<file path="config.mk">
export PLATFORM = sky130hd
export DESIGN_NAME = fm_step4
export DESIGN_NICKNAME = d
export VERILOG_FILES = /design/src/rtl/fm_step4.sv
export SDC_FILE = /design/constraint.sdc
export NUM_CORES = 1
export LEC_CHECK = 0
export BUFFER_PORTS_ARGS = -buffer_cell sky130_fd_sc_hd__buf_2
export CAP_MARGIN = 20
export CORE_MARGIN = 1.5
export CORE_UTILIZATION = 55
export CTS_CLUSTER_SIZE = 24
export DETAILED_ROUTE_END_ITERATION = 10
export PLACE_DENSITY = 0.8
export SLEW_MARGIN = 40
export SYNTH_ARGS = -nofsm -noshare
export SYNTH_HDL_FRONTEND = slang
export SYNTH_SLANG_ARGS = --single-unit
</file>
<file path="constraint.sdc">
create_clock -name CLK -period 5.13 [get_ports CLK]
set_clock_uncertainty 0.2 [all_clocks]
set_input_delay 1.539 -clock CLK [delete_from_list [all_inputs] [get_ports CLK]]
set_output_delay 1.539 -clock CLK [all_outputs]
set_load 0.005 [all_outputs]
</file>
<file path="src/rtl/fm_step4.sv">
// fm_step4 - normalize / round / pack stage of the floating-point multiplier.
//
// Takes the raw 22-bit product, its leading-one index, sign and biased
// exponent from the product summation stage. It shifts the product into 1.f
// form, adjusts the exponent, optionally rounds to nearest-even and packs a
// sign / 8-bit exponent / 10-bit fraction result. This is a 2-stage pipeline:
// stage A normalizes, and stage B rounds, packs and drives the outputs from flops.
//
// Configuration:
//   FM_STEP4_ROUND_EN  defined   -> round to nearest-even, including carry into the exponent
//                      undefined -> truncation (guard/sticky ignored)
//   SAT_INF (param)    1 -> overflow gives infinity (255, 0)
//                      0 -> overflow gives max finite (254, 3FF)
//
// Ports:
//   CLK, RESET           clock (rising edge), synchronous active-high reset
//   in_valid / in_ready  upstream handshake
//   in_sign, in_ex       product sign, biased exponent (binary point between in_mul[20] and [19])
//   in_mul, in_count     raw product, index of its leading one (21 when in_mul is 0)
//   out_valid / out_ready downstream handshake
//   out_sign, out_ex, out_frac  packed result (hidden bit dropped)
//   out_ovf, out_unf     overflow / underflow-or-flush flags
//
// Handshake: a word moves across a boundary on a clock edge where valid and
// ready are both high. valid never depends on ready. While valid is high and
// ready is low, the producer holds its data stable. in_ready is combinational
// from out_ready and the stage valid bits. All out_* signals come straight from flops.

module fm_step4 #(
    parameter int SAT_INF = 1
) (
    input  logic        CLK,
    input  logic        RESET,
    input  logic        in_valid,
    output logic        in_ready,
    input  logic        in_sign,
    input  logic [7:0]  in_ex,
    input  logic [21:0] in_mul,
    input  logic [4:0]  in_count,
    output logic        out_valid,
    input  logic        out_ready,
    output logic        out_sign,
    output logic [7:0]  out_ex,
    output logic [9:0]  out_frac,
    output logic        out_ovf,
    output logic        out_unf
);

    // ------------------------------------------------------------------
    // Pipeline control
    // ------------------------------------------------------------------
    logic r_a_valid;
    logic r_b_valid;
    logic w_load_a;
    logic w_load_b;

    // Stage B takes a new word when it is empty or its word leaves this cycle.
    assign w_load_b = !r_b_valid | out_ready;
    // Stage A takes a new word when it is empty or its word advances into B.
    assign w_load_a = !r_a_valid | w_load_b;
    assign in_ready = w_load_a;

    // ------------------------------------------------------------------
    // Stage A: normalize
    // ------------------------------------------------------------------
    logic [4:0]        w_cnt;
    logic [4:0]        w_sh;
    logic [21:0]       w_m;
    logic              w_zero;
    logic signed [9:0] w_e;
    logic [9:0]        w_frac;
    logic              w_guard;
    logic              w_sticky;

    // Leading-one indices above 21 cannot occur in a 22-bit product; they
    // are folded onto the "product >= 2" case.
    assign w_cnt  = (in_count > 5'd21) ? 5'd21 : in_count;
    assign w_sh   = 5'd20 - w_cnt;   // only meaningful when w_cnt <= 20
    assign w_m    = in_mul << w_sh;
    assign w_zero = (in_mul == 22'd0);

    always_comb begin
        w_e      = '0;
        w_frac   = in_mul[20:11];
        w_guard  = in_mul[10];
        w_sticky = |in_mul[9:0];
        if (w_zero) begin
            w_frac   = '0;
            w_guard  = 1'b0;
            w_sticky = 1'b0;
        end else if (w_cnt == 5'd21) begin
            // Product in [2,4): drop one more bit and bump the exponent.
            w_e = $signed({2'b00, in_ex}) + 10'sd1;
        end else begin
            // Leading one now sits at bit 20, so the fraction starts at bit 19.
            w_e      = $signed({2'b00, in_ex}) - $signed({5'b00000, w_sh});
            w_frac   = w_m[19:10];
            w_guard  = w_m[9];
            w_sticky = |w_m[8:0];
        end
    end

    // The leading one is shifted to bit 20, so the two top bits carry nothing.
    logic [1:0] w_unused_m;
    assign w_unused_m = w_m[21:20];

    logic              r_a_sign;
    logic              r_a_zero;
    logic              r_a_guard;
    logic              r_a_sticky;
    logic [9:0]        r_a_frac;
    logic signed [9:0] r_a_e;

    always_ff @(posedge CLK) begin
        if (RESET) begin
            r_a_valid <= 1'b0;
        end else if (w_load_a) begin
            r_a_valid <= in_valid;
        end
    end

    always_ff @(posedge CLK) begin
        if (w_load_a && in_valid) begin
            r_a_sign   <= in_sign;
            r_a_zero   <= w_zero;
            r_a_e      <= w_e;
            r_a_frac   <= w_frac;
            r_a_guard  <= w_guard;
            r_a_sticky <= w_sticky;
        end
    end

    // ------------------------------------------------------------------
    // Stage B: round, range check, pack
    // ------------------------------------------------------------------
    logic [9:0]        w_rfrac;
    logic signed [9:0] w_re;

`ifdef FM_STEP4_ROUND_EN
    logic        w_round_up;
    logic [10:0] w_frac_sum;

    // Nearest-even: round up above half, or at exactly half when the fraction is odd.
    assign w_round_up = r_a_guard & (r_a_sticky | r_a_frac[0]);
    assign w_frac_sum = {1'b0, r_a_frac} + {10'd0, w_round_up};
    // A carry out of the fraction leaves it at zero (1.0 x 2^(e+1)).
    assign w_rfrac    = w_frac_sum[9:0];
    assign w_re       = r_a_e + $signed({9'd0, w_frac_sum[10]});
`else
    logic w_unused_round;
    assign w_unused_round = r_a_guard ^ r_a_sticky;
    assign w_rfrac        = r_a_frac;
    assign w_re           = r_a_e;
`endif

    logic [7:0] w_b_ex;
    logic [9:0] w_b_frac;
    logic       w_b_ovf;
    logic       w_b_unf;

    always_comb begin
        w_b_ex   = '0;
        w_b_frac = '0;
        w_b_ovf  = 1'b0;
        w_b_unf  = 1'b0;
        if (r_a_zero) begin
            // Exact zero: all fields stay at zero and no flags are raised.
            w_b_ex = '0;
        end else if (w_re >= 10'sd255) begin
            w_b_ovf  = 1'b1;
            w_b_ex   = (SAT_INF != 0) ? 8'd255 : 8'd254;
            w_b_frac = (SAT_INF != 0) ? 10'h000 : 10'h3FF;
        end else if (w_re <= 10'sd0) begin
            // No denormals: flush to signed zero.
            w_b_unf = 1'b1;
        end else begin
            w_b_ex   = w_re[7:0];
            w_b_frac = w_rfrac;
        end
    end

    logic       r_b_sign;
    logic [7:0] r_b_ex;
    logic [9:0] r_b_frac;
    logic       r_b_ovf;
    logic       r_b_unf;

    always_ff @(posedge CLK) begin
        if (RESET) begin
            r_b_valid <= 1'b0;
            r_b_sign  <= 1'b0;
            r_b_ex    <= '0;
            r_b_frac  <= '0;
            r_b_ovf   <= 1'b0;
            r_b_unf   <= 1'b0;
        end else if (w_load_b) begin
            r_b_valid <= r_a_valid;
            // Keep the last result on the outputs when nothing new arrives.
            if (r_a_valid) begin
                r_b_sign <= r_a_sign;
                r_b_ex   <= w_b_ex;
                r_b_frac <= w_b_frac;
                r_b_ovf  <= w_b_ovf;
                r_b_unf  <= w_b_unf;
            end
        end
    end

    assign out_valid = r_b_valid;
    assign out_sign  = r_b_sign;
    assign out_ex    = r_b_ex;
    assign out_frac  = r_b_frac;
    assign out_ovf   = r_b_ovf;
    assign out_unf   = r_b_unf;

endmodule

</file>
==> results.py <==
metrics = {
    "timing": {
        "setup_ws_ns": 0.813,
        "post-route-period-util_pct": 84.1,
        "maxSlewViolCount": 0,
        "clock.fmax_mhz": 232,
        "min_period_ns": 4.32,
        "tns_ns": 0,
        "slew_headroom_pct": 47.5,
        "tightestPinTransition_ns": 0.784,
        "final_hold_viol_count": 0,
        "setup_viol": 0,
        "rsz0062_at_grt": "false",
    },
    "min_path": {
        "hp-class": "reg2reg",
        "min_to": "out_ovf",
        "whs_path_depth": 2,
        "worstHoldStart": "out_ovf",
    },
    "final_layout": {
        "post-route-cell-area_sq_mm": 0.00347,
        "area_growth_pct": 13.4,
        "final_nets": 403,
        "final_cell_count_no_fill": 426,
        "n_antenna_cell": 0,
        "drive_gt1_share_pct": 28.9,
    },
    "drt": {
        "vias": 2603,
        "wirelength_um": 6620,
        "ant_nets": 0,
        "drc_errors": 0,
        "vias_per_cell": 6.11,
        "wl_per_cell_um": 15.5,
        "drtIter0Drc": 75,
        "drt-pass1-iter-count": 4,
    },
    "clocking": {
        "cts_buffers": 5,
        "clkLatencyLatePin_ns": 0.29,
        "clockBufferDepth": 2,
        "cts_sinks": 45,
        "h-tree-depth": 2,
        "cts_resized": 0,
        "cts_setup_buffers": 0,
        "ctsHoldBuffers": 0,
        "cts_tree": "done",
        "cts.root.buffer_cell": "clkbuf_8",
        "clk_pin_slew_ns": 0.07,
    },
    "pwr": {
        "p_leak_nw": 1.39,
        "irDropWorstVdd_mv": 0.144,
        "finalPower_mw": 0.910,
        "powerDensity_mw_per_mm2": 262,
    },
    "floorplan": {
        "core_sq_mm": 0.00524,
        "rows": 26,
        "start_util_pct": 58.4,
        "design.portCount": 63,
        "dieArea_sq_mm": 0.00602,
        "die_y_um": 77.6,
        "dieWidth_um": 77.6,
    },
    "worst_setup_path": {
        "r2r_start": "r_a_e[6]",
        "crit_top_cell": "mux2i_1",
        "required_ns": 4.97,
        "cp-startpoint": "in_count[2]",
        "r2r_cells": 6,
        "cp_slowest_cell": "mux4_2",
        "slowest_delay_ns": 0.55,
        "r2r-end": "out_frac[2]",
        "crit_arrival_ns": 4.15,
        "crit_path_start_kind": "primary input",
        "critPathMaxFanout": 19,
        "crit_type": "in2reg",
        "reg2reg_slack_ns": 2.88,
        "end_kind": "flip-flop",
        "critical_path.cell_chain": "buf_2 > a21o_4 > a21oi_4 > inv_1 > ha_1 > inv_4 > mux4_2 > mux2i_1 > mux2i_1 > a221o_1",
    },
    "yosys": {
        "synth.net_count": 348,
        "synthCells": 300,
        "synth_cell_types": 60,
        "yosys.area.top_type": "edfxtp_1",
        "yosys-top-cells-area": "edfxtp_1, dfxtp_1, mux4_2, nand2_1, nor2_1",
        "async_flop_share_pct": 0,
        "synth_warnings": 0,
        "synth_top_cell_area_share_pct": 21.6,
        "ys_seq_area_share_pct": 36.6,
        "syn_area_sq_mm": 0.00306,
        "yosys-top-cells-count": "nand2_1, nor2_1, dfxtp_1",
        "ys_ff_latch": 45,
        "ys.flop_type": "dfxtp_1",
        "synth.avg_cell_area_sq_um": 10.2,
        "post-synth-top-count-cell": "nand2_1",
        "synth-edff-count": 22,
    },
    "placed_design": {
        "dp_hpwl_um": 5010,
        "pre_cts_ws_ns": 0.497,
        "gp_congestion": 0.895,
        "dp_cells": 418,
        "io_buffer_count": 62,
        "post_dp_cell_area_sq_mm": 0.00338,
    },
    "outcome": {
        "outcome": "complete, no violations",
    },
    "grt": {
        "grt-ovfl-total": 0,
        "first_global_vias": 2341,
        "grt_first_pass_wirelength_um": 11000,
        "grt_max_degree": 24,
        "grt_usage_pct": 22.4,
        "antenna_found_initial": 0,
    },
    "job": {
        "drv_cap": 0,
    },
}
## sequential cells by signal, summed over array words and instances (netlist names)
register	count
out_frac	10
r_a_e	10
r_a_frac	10
out_ex	8
out_ovf	1
out_sign	1
out_unf	1
out_valid	1
r_a_sign	1
r_a_valid	1
r_a_zero	1
## kinds of logic after synthesis
| kind of cell | Yosys count | synth area share [%] |
|---|---|---|
| simple gates | 112 | 17.1 |
| compound gates | 68 | 16.8 |
| flops | 45 | 36.6 |
| mux | 34 | 18.8 |
| buf+inv | 24 | 4.34 |
| fa+ha+maj | 9 | 3.84 |
| xor+xnor | 8 | 2.54 |
## worst max-delay path: cells and delay by family
family                     cells  cell delay (ns)
AOI/OAI and AO/OA              3             0.77
adders and majority gates      1             0.44
buffers and inverters          3             0.54
muxes                          3             0.86
## report_power, final
part | switching (mW) | total (mW) | internal, mW
Clock | 0.107 | 0.213 | 0.107
Sequential | 0.0136 | 0.428 | 0.414
Combinational | 0.145 | 0.269 | 0.124
## layout make-up
type,count,area [sq um]
inverter,7,28.8
sequential,45,1120
tap,70,87.6
clock inverter,2,8.76
timing repair buffer,65,333
fill,429,1770
clock buffer,6,82.6
multi-input combinational,231,1810
## metrics by stage
| step | utilization, % | hold WS, ns |
|---|---|---|
| 2_1_floorplan | - | 0.253 |
| 3_3_place_gp | 64.5 | 0.238 |
| 3_5_place_dp | 64.5 | 0.267 |
| 4_1_cts | 66.2 | 0.279 |
| 5_1_grt | 66.2 | 0.291 |
| 6_report | 66.2 | 0.269 |
## layout by cell type, fill, tap and decap left out, types with 5 or more instances in the layout
master,count
o211ai_1,5
a31oi_1,10
dfxtp_1,23
nor4_1,6
mux4_2,16
a22oi_1,12
mux2i_1,12
ha_1,7
a21oi_1,11
nand2_1,39
clkbuf_8,6
nor2_1,35
inv_1,5
edfxtp_1,22
buf_2,62
nand3_1,8
## routing by layer
layer	vias up	global-route usage, %	wire length (um)
met5	-	0	0
met4	0	7.09	118
met3	10	3.76	482
met2	115	35.4	3140
met1	1217	31.5	2880
li1	1261	-	-
## how the worst max path moves through the flow
stage,endpoint,slack (ns),cells after the start
detailed placement,r_a_frac[6],0.50,10
floorplan,r_a_e[4],0.43,15
finish,r_a_frac[6],0.81,10
CTS,r_a_frac[6],0.82,10
global placement,r_a_frac[6],0.53,10
global route,r_a_e[4],0.60,11
(Power assumes the default switching activity.)
